File: src/rtl/stack_pkg.sv
// Shared definitions for the stack command sequencer: default sizes,
// opcode values, FSM state encoding and the per-opcode occupancy needs.
package stack_pkg;

  localparam int DW_DEF    = 8;
  localparam int DEPTH_DEF = 8;
  localparam int CW_DEF    = 4;

  localparam logic [2:0] OP_NOP   = 3'd0;
  localparam logic [2:0] OP_PUSHI = 3'd1;
  localparam logic [2:0] OP_POP   = 3'd2;
  localparam logic [2:0] OP_TOS   = 3'd3;
  localparam logic [2:0] OP_ADD   = 3'd4;
  localparam logic [2:0] OP_SUB   = 3'd5;
  localparam logic [2:0] OP_AND   = 3'd6;
  localparam logic [2:0] OP_NOT   = 3'd7;

  typedef enum logic [2:0] {
    S_IDLE = 3'd0,
    S_PUSH = 3'd1,
    S_POP1 = 3'd2,
    S_PEEK = 3'd3,
    S_CAP1 = 3'd4,
    S_CAP2 = 3'd5,
    S_WB   = 3'd6
  } state_t;

  // Minimum number of stacked operands an opcode consumes.
  function automatic logic [1:0] op_min_depth(input logic [2:0] op);
    logic [1:0] need;
    case (op)
      OP_POP, OP_TOS, OP_NOT:  need = 2'd1;
      OP_ADD, OP_SUB, OP_AND:  need = 2'd2;
      default:                 need = 2'd0;
    endcase
    return need;
  endfunction

endpackage

File: src/rtl/stack_alu8.sv
// Combinational ALU for the stack sequencer. B is the deeper operand;
// results wrap modulo 2^DW.
module stack_alu8
  import stack_pkg::*;
#(
  parameter int DW = DW_DEF
) (
  input  logic [2:0]    op,
  input  logic [DW-1:0] a,
  input  logic [DW-1:0] b,
  output logic [DW-1:0] result,
  output logic          zero
);

  // Operation select and zero flag.
  always_comb begin
    result = '0;
    case (op)
      OP_ADD:  result = b + a;
      OP_SUB:  result = b - a;
      OP_AND:  result = b & a;
      OP_NOT:  result = ~a;
      default: result = '0;
    endcase
    zero = (result == '0);
  end

endmodule

File: src/rtl/stack_cmd_sequencer.sv
// Command front-end for the operand stack: one command per handshake,
// sequenced into push/pop/tos strobes with occupancy tracking.
module stack_cmd_sequencer
  import stack_pkg::*;
#(
  parameter int DW    = DW_DEF,
  parameter int DEPTH = DEPTH_DEF,
  parameter int CW    = CW_DEF
) (
  input  logic          clk,
  input  logic          rst,
  input  logic          cmd_valid,
  output logic          cmd_ready,
  input  logic [2:0]    cmd_op,
  input  logic [DW-1:0] cmd_imm,
  output logic          res_valid,
  output logic [DW-1:0] res_data,
  output logic          zero,
  output logic          err,
  output logic [CW-1:0] depth,
  output logic          stk_push,
  output logic          stk_pop,
  output logic          stk_tos,
  output logic [DW-1:0] stk_din,
  input  logic [DW-1:0] stk_dout
);

  localparam logic [CW-1:0] ONE_C  = CW'(1);
  localparam logic [CW-1:0] FULL_C = CW'(DEPTH);

  state_t        state_q, state_d;
  logic [2:0]    op_q, op_d;
  logic [DW-1:0] a_q, a_d;
  logic [CW-1:0] depth_q, depth_d;
  logic          push_q, push_d, pop_q, pop_d, tos_q, tos_d;
  logic [DW-1:0] din_q, din_d;
  logic          rv_q, rv_d, err_q, err_d, zero_q, zero_d;
  logic [DW-1:0] hold_q, hold_d;

  logic          room_ok, operand_ok, accept_ok, is_binary;
  logic [DW-1:0] alu_a, alu_res;
  logic          alu_zero;

  assign room_ok    = (depth_q < FULL_C);
  assign operand_ok = (depth_q >= CW'(op_min_depth(cmd_op)));
  assign accept_ok  = (cmd_op == OP_PUSHI) ? room_ok : operand_ok;
  assign is_binary  = (op_q == OP_ADD) || (op_q == OP_SUB) || (op_q == OP_AND);

  // CAP2 combines the held top operand with the second one arriving now.
  assign alu_a = (state_q == S_CAP2) ? a_q : stk_dout;

  stack_alu8 #(.DW(DW)) u_alu (
    .op     (op_q),
    .a      (alu_a),
    .b      (stk_dout),
    .result (alu_res),
    .zero   (alu_zero)
  );

  // Next-state, strobe and occupancy computation.
  always_comb begin
    state_d = state_q;
    op_d    = op_q;
    a_d     = a_q;
    depth_d = depth_q;
    push_d  = 1'b0;
    pop_d   = 1'b0;
    tos_d   = 1'b0;
    din_d   = din_q;
    rv_d    = 1'b0;
    hold_d  = hold_q;
    err_d   = 1'b0;
    zero_d  = zero_q;
    case (state_q)
      S_IDLE: begin
        if (cmd_valid) begin
          op_d = cmd_op;
          if (!accept_ok) begin
            err_d = 1'b1;
          end else begin
            case (cmd_op)
              OP_NOP: state_d = S_IDLE;
              OP_PUSHI: begin
                push_d  = 1'b1;
                din_d   = cmd_imm;
                depth_d = depth_q + ONE_C;
                state_d = S_PUSH;
              end
              OP_TOS: begin
                tos_d   = 1'b1;
                state_d = S_PEEK;
              end
              default: begin
                pop_d   = 1'b1;
                depth_d = depth_q - ONE_C;
                state_d = S_POP1;
              end
            endcase
          end
        end else begin
          state_d = S_IDLE;
        end
      end
      S_PUSH: state_d = S_IDLE;
      S_POP1: begin
        state_d = S_CAP1;
        if (op_q == OP_POP) begin
          rv_d = 1'b1;
        end else if (is_binary) begin
          pop_d   = 1'b1;
          depth_d = depth_q - ONE_C;
        end else begin
          rv_d = 1'b0;
        end
      end
      S_PEEK: begin
        rv_d    = 1'b1;
        state_d = S_CAP1;
      end
      S_CAP1: begin
        a_d = stk_dout;
        if ((op_q == OP_POP) || (op_q == OP_TOS)) begin
          hold_d  = stk_dout;
          state_d = S_IDLE;
        end else if (op_q == OP_NOT) begin
          push_d  = 1'b1;
          din_d   = alu_res;
          zero_d  = alu_zero;
          depth_d = depth_q + ONE_C;
          state_d = S_WB;
        end else begin
          state_d = S_CAP2;
        end
      end
      S_CAP2: begin
        push_d  = 1'b1;
        din_d   = alu_res;
        zero_d  = alu_zero;
        depth_d = depth_q + ONE_C;
        state_d = S_WB;
      end
      S_WB:    state_d = S_IDLE;
      default: state_d = S_IDLE;
    endcase
  end

  // State and output registers; reset drops every strobe immediately.
  always_ff @(posedge clk or negedge rst) begin
    if (!rst) begin
      state_q <= S_IDLE;
      op_q    <= 3'd0;
      a_q     <= '0;
      depth_q <= '0;
      push_q  <= 1'b0;
      pop_q   <= 1'b0;
      tos_q   <= 1'b0;
      din_q   <= '0;
      rv_q    <= 1'b0;
      hold_q  <= '0;
      err_q   <= 1'b0;
      zero_q  <= 1'b0;
    end else begin
      state_q <= state_d;
      op_q    <= op_d;
      a_q     <= a_d;
      depth_q <= depth_d;
      push_q  <= push_d;
      pop_q   <= pop_d;
      tos_q   <= tos_d;
      din_q   <= din_d;
      rv_q    <= rv_d;
      hold_q  <= hold_d;
      err_q   <= err_d;
      zero_q  <= zero_d;
    end
  end

  assign cmd_ready = (state_q == S_IDLE);
  assign res_valid = rv_q;
  // The stack's registered read data is valid during the CAP1 pulse.
  assign res_data  = rv_q ? stk_dout : hold_q;
  assign zero      = zero_q;
  assign err       = err_q;
  assign depth     = depth_q;
  assign stk_push  = push_q;
  assign stk_pop   = pop_q;
  assign stk_tos   = tos_q;
  assign stk_din   = din_q;

endmodule

File: config.mk
export PLATFORM = sky130hd
export DESIGN_NAME = stack_cmd_sequencer
export DESIGN_NICKNAME = d
export VERILOG_FILES = /design/src/rtl/stack_pkg.sv /design/src/rtl/stack_alu8.sv /design/src/rtl/stack_cmd_sequencer.sv
export SDC_FILE = /design/constraint.sdc
export NUM_CORES = 1
export LEC_CHECK = 0
export ABC_AREA = 1
export CAP_MARGIN = 20
export CORE_AREA = 2 2 81 83
export CTS_CLUSTER_SIZE = 12
export DETAILED_ROUTE_END_ITERATION = 12
export DIE_AREA = 0 0 83 85
export GPL_ROUTABILITY_DRIVEN = 0
export PLACE_DENSITY = 0.73
export SETUP_SLACK_MARGIN = 0.5
export SKIP_LAST_GASP = 1
export SLEW_MARGIN = 30
export SYNTH_ARGS = -nofsm -noshare
export SYNTH_HDL_FRONTEND = slang
export SYNTH_SLANG_ARGS = --single-unit
export TNS_END_PERCENT = 20
File: constraint.sdc
create_clock -name clk -period 2.45 [get_ports clk]
set_input_delay 0.49 -clock clk [delete_from_list [all_inputs] [get_ports clk]]
set_output_delay 0.49 -clock clk [all_outputs]
set_load 0.01 [all_outputs]
* Word level (Yosys, flattened, before mapping)
Cells that the tools add are included.
Storage, ports and cells: register bits 40, input port bits 22
Operators by class: add/subtract/negate cells 4, order comparisons 2, eq/ne operators 26, multiplexer cells 49, bitwise logic cells 2, reductions and logical operators 19
Operators with widths (number):
- $mux 8 | 7
- $pmux 8 s4 | 1
- $eq 3x3->1 const B | 10
- $mux 4 | 6
- $pmux 8 s3 | 1
- $mux 1 | 21
- $eq 3x2->1 const B | 6
- $pmux 4 s4 | 1
- $ne 2x2->1 const B | 6
- $pmux 3 s4 | 1
- $mux 3 | 3
- $reduce_or 3->1 | 3
- $add 8x8->8 | 1
- $and 8x8->8 | 1
- $logic_not 8->1 | 1
- $not 8->8 | 1
- $pmux 4 s2 | 1
- $reduce_and 8->1 | 1
- $sub 8x8->8 | 1
- $logic_not 3->1 | 2
- $pmux 1 s2 | 3
- $pmux 2 s3 | 1
- $reduce_and 6->1 | 1
- $add 4x1->4 const B | 1
- 16 further kinds | 21

* Logic depth before layout (Yosys ltp)
depth in word-level cells 8, gate-level depth with buffers 22, mapped depth without buffers 21

* By module
A second synthesis with hierarchy kept.
Unflattened totals: cell total of the unflattened synthesis 450, area, all modules 3066.7 um2
Modules (own cells, without submodules):
- stack_cmd_sequencer | instances 1, cells each 294, area an instance 2207.1 um2, sequential area each 1001.0 um2
- stack_alu8 | instances 1, cells each 156, area an instance 859.6 um2, sequential area each 0.0 um2

* Worst setup path after synthesis
OpenSTA, ideal clock, no wires.
path kind flip-flop to flip-flop, start reg state_q[2], end reg zero_q (netlist: zero), library setup time 116 ps, data arrival time 2512 ps, data required time 2334 ps, setup slack -178 ps, cell stages (with the launch flop) 21, clock period less this slack 2628 ps, path through dfrtp_1 > buf_6 > nand2_4 > nor2_4 > nand2_2 > nand2_2 > nand3_2 > o21ai_0 > a21oi_1 > xor2_1 > ha_1 > a21oi_1 > o21ai_0 > a31oi_1 > inv_1 > nand2_1 > nand3_2 > nand2_1 > inv_1 > nand2_1 > nand2_1
Between the ends: cells in the longest elaborated chain, start to end 8, elaborated cells on any way between the ends 16, classes of those cells add/sub: 2; eq/ne: 4; mux: 5; bitwise: 2; reduce/logical: 3
Ends and longest elaborated chain:
- start: declaration | line stack_cmd_sequencer.sv:31 | state_t state_q, state_d;
- start signal: assignment | line stack_cmd_sequencer.sv:163 | state_q <= state_d;
- $eq 3x3->1 | line stack_cmd_sequencer.sv:50, stack_cmd_sequencer.sv:74
- $mux 8 | line stack_cmd_sequencer.sv:50 | assign alu_a = (state_q == S_CAP2) ? a_q : stk_dout;
- $sub 8x8->8, or another cell as far along | line stack_alu8.sv:20 | OP_SUB: result = b - a;
- $pmux 8 s4 | line stack_alu8.sv:18 | case (op)
- $logic_not 8->1 | line stack_alu8.sv:25 | zero = (result == '0);
- $mux 1 | line stack_cmd_sequencer.sv:125 | end else if (op_q == OP_NOT) begin
- $mux 1 | line stack_cmd_sequencer.sv:122 | if ((op_q == OP_POP) || (op_q == OP_TOS)) begin
- $pmux 1 s2 | line stack_cmd_sequencer.sv:74 | case (state_q)
- end signal: assignment | line stack_cmd_sequencer.sv:174 | zero_q <= zero_d;
- end: declaration | line stack_cmd_sequencer.sv:37 | logic rv_q, rv_d, err_q, err_d, zero_q, zero_d;
Parallel ways exist; a longest one is shown, timed or not. The select of a mux whose other input is x is not followed. A chain may end at the register's enable or synchronous reset.

* Worst setup path after layout
start reg state_q[0], end reg din_q[7] (netlist: stk_din[7])
Between the ends: cells in the longest elaborated chain, start to end 7, elaborated cells on any way between the ends 19, classes of those cells add/sub: 2; eq/ne: 7; mux: 5; bitwise: 2; reduce/logical: 3
Ends and longest elaborated chain:
- $eq 3x3->1 | line stack_cmd_sequencer.sv:50, stack_cmd_sequencer.sv:74
- $mux 8 | line stack_cmd_sequencer.sv:50
- $sub 8x8->8, or another cell as far along | line stack_alu8.sv:20
- $pmux 8 s4 | line stack_alu8.sv:18
- $mux 8 | line stack_cmd_sequencer.sv:125
- $mux 8 | line stack_cmd_sequencer.sv:122
- $pmux 8 s3 | line stack_cmd_sequencer.sv:74
- end signal: assignment | line stack_cmd_sequencer.sv:170 | din_q <= din_d;
- end: declaration | line stack_cmd_sequencer.sv:36 | logic [DW-1:0] din_q, din_d;
Parallel ways exist; a longest one is shown, timed or not. The select of a mux whose other input is x is not followed.

==> impl_metrics.env <==
export IMPL_drc=0
export IMPL_fin_skew_ps=4.074
export IMPL_numPortBuffers=48
export IMPL_synthArstFlopShare_pct=100.0
export IMPL_period_share_pct=110.3
export IMPL_io_pins=49
export IMPL_critPathBufInv=0
export IMPL_status="complete, but fails checks"
export IMPL_rows=29
export IMPL_routed_wl_um=7658
export IMPL_die_w_um=83
export IMPL_powerDensity_mw_per_mm2=1178
export IMPL_hpwl_um=5774
export IMPL_crit_path_end_kind="flop"
export IMPL_tightest_slew_ps=515.5
export IMPL_cts_htree_levels=2
export IMPL_post_drt_wl_per_cell_um=12.78
export IMPL_track_usage_pct=22.63
export IMPL_synth_net_count=437
export IMPL_synth_ff_type="dfrtp_1"
export IMPL_clockBufferDepth=2
export IMPL_grt_pass1_wl_um=13220
export IMPL_slowest_stage="dfrtp_1"
export IMPL_gr_total_overflow=0
export IMPL_antenna_found_initial=0
export IMPL_num_antenna_cells=0
export IMPL_grt_pass1_vias=2970
export IMPL_detail_route_antenna_nets=0
export IMPL_setup_tns_ps=-931.2
export IMPL_pre_cts_ws_ps=-570.6
export IMPL_cts_sinks=40
export IMPL_synth_area_leaders="dfrtp_1 35%, nand2_1 13%, inv_1 7.1%"
export IMPL_rsz0062_at_grt="true"
export IMPL_cts_root_buf="clkbuf_8"
export IMPL_core_area_mm2=0.006205
export IMPL_yosysSeqAreaShare_pct=35.04
export IMPL_yosysWarnings=0
export IMPL_die_y_um=85
export IMPL_path_cells="nand2_4 -> nor2_4 -> nand2_2 -> nand2_4 -> nand3_4 -> o21ai_2 -> xor2_1 -> ha_1 -> a21oi_2 -> o21ai_1 -> a31oi_1 -> nand3_1 -> nand3_2 -> nand3_1 -> nand2_1 -> nand2_1"
export IMPL_synth_edf_count=0
export IMPL_cts_tree="done"
export IMPL_synth_seq_cells=40
export IMPL_viasPerCell=5.047
export IMPL_setup_viol=6
export IMPL_rr_worst_depth=16
export IMPL_timing_final_ws_setup_ps=-251.8
export IMPL_syn_avg_cell_area_um2=7.106
export IMPL_regToRegStartpoint="state_q[0]$_DFFE_PN0P_"
export IMPL_clock_fmax_mhz=370.1
export IMPL_maxSlewViolCount=0
export IMPL_synthCells=402
export IMPL_synth_most_common_cell="nand2_1"
export IMPL_p_leak_nw=2.065
export IMPL_first_pass_iters=4
export IMPL_fin_crit_ps=2702
export IMPL_start_kind="flop"
export IMPL_fillers=546
export IMPL_drv_cap=0
export IMPL_start_util_pct=46.04
export IMPL_fin_nets=556
export IMPL_synth_top_cell_by_area="dfrtp_1"
export IMPL_drive_above_1_share_pct=23.18
export IMPL_vdd_drop_max_mv=0.5685
export IMPL_rrSetupSlack_ps=-250
export IMPL_worst_path_stages=16
export IMPL_grt_max_degree=41
export IMPL_holdBufCountCts=0
export IMPL_crit_start="state_q[0]$_DFFE_PN0P_"
export IMPL_ys_types=38
export IMPL_via_count=3023
export IMPL_hold_class="input pin to async pin"
export IMPL_finalHoldViolCount=0
export IMPL_critical_path_class="flop to flop"
export IMPL_drtIter0Drc=153
export IMPL_violations="negative setup slack"
export IMPL_worst_ep_arrival_time_ps=2900
export IMPL_numCtsBuffers=5
export IMPL_total_power_mw=4.826
export IMPL_cp_endpoint="stk_din[7]$_DFFE_PN0P_"
export IMPL_clock_latency_ps=300
export IMPL_crit_required_ps=2640
export IMPL_synth_top_area_share_pct=35.04
export IMPL_path_max_fanout=7
export IMPL_yosys_top_cells_count="102 x nand2_1, 54 x inv_1, 47 x nor2_1"
export IMPL_slew_headroom_pct=65.63
export IMPL_area_growth_synth_to_final_pct=43.45
export IMPL_die_area_mm2=0.007055
export IMPL_r2r_end="stk_din[7]$_DFFE_PN0P_"
export IMPL_cp_slowest_stage_delay_ps=410
export IMPL_synth_area_mm2=0.002856
export IMPL_clk_pin_slew_ps=80
export IMPL_critPathTopFamily="simple AND/OR/NAND/NOR gates"
how the worst min path moves through the flow:
stage,start,end,slack (ps),depth (start not counted)
floorplan,rst,a_q[0]$_DFFE_PN0N_,190,0
global placement,a_q[1]$_DFFE_PN0N_,a_q[1]$_DFFE_PN0N_,470,2
detailed placement,hold_q[3]$_DFFE_PN0P_,hold_q[3]$_DFFE_PN0P_,480,2
CTS,rst,hold_q[5]$_DFFE_PN0P_,360,1
global route,rst,hold_q[5]$_DFFE_PN0P_,200,1
finish,rst,hold_q[5]$_DFFE_PN0P_,160,1
per-stage QoR:
| stage | utilization [%] | cell area, um2 | std cells | hold WS (ps) |
|---|---|---|---|---|
| finish | 66.04 | 4098 | 599 | 157.4 |
| global route | 66.04 | 4098 | 599 | 203.8 |
| CTS | 64.97 | 4031 | 595 | 356.7 |
| detailed placement | 62.07 | 3851 | 582 | 478.4 |
| global placement | 62.07 | 3851 | 582 | 466.2 |
| floorplan | - | 2860 | 402 | 194.4 |
cells in the final DEF (no fill, tap or decap), types with 8 or more instances in the layout:
master	n
a21oi_1	20
nand3_1	15
o21ai_0	35
inv_1	52
ha_1	11
nor2_1	47
dfrtp_1	39
nand2_1	93
xor2_1	8
clkdlybuf4s50_1	44
nand2_2	11
buf_4	72
routing by layer:
layer	GRT usage [%]	wire, um	vias to the layer above
li1	-	-	1540
met1	28.22	3375	1409
met2	40.32	3864	62
met3	4.086	305	12
met4	6.408	114	0
met5	0	0	-
timing repair:
action	4_1_cts	5_1_grt
pin swaps	23	12
gates cloned	1	0
endpoints found under the hold margin	0	0
endpoints found under the setup margin	28	29
buffers inserted	4	4
gates resized for setup	23	10
sequential cells by signal (all words and copies together), names as in the netlist, 3 cells and up:
signal	flops
stk_din	8
depth	4
state_q	3
hold_q	8
op_q	3
a_q	8
kinds of logic after synthesis:
kind of cell / count (synthesis) / share of synthesized area (%)
multiplexers: 2 / 0.7009
buffers and inverters: 66 / 9.592
flip-flops: 40 / 35.04
AND/OR/NAND/NOR: 185 / 28.65
AO/OA/AOI/OAI: 84 / 16.38
adder cells (fa/ha/maj): 13 / 5.957
XOR/XNOR: 12 / 3.680
final cells by class:
cell class	instances	area (um2)	area share, %
inverter	58	220.2	5.374
tap	77	96.34	2.351
multi-input combinational	297	1682	41.04
timing repair buffer	119	1007	24.58
sequential	40	1002	24.46
clock buffer	8	90.09	2.198
power breakdown:
part / internal [mW] / switching, mW
Combinational: 1.51 / 1.67
Sequential: 0.969 / 0.219
Clock: 0.230 / 0.235
Note: power is estimated with default switching activity, not from simulation.
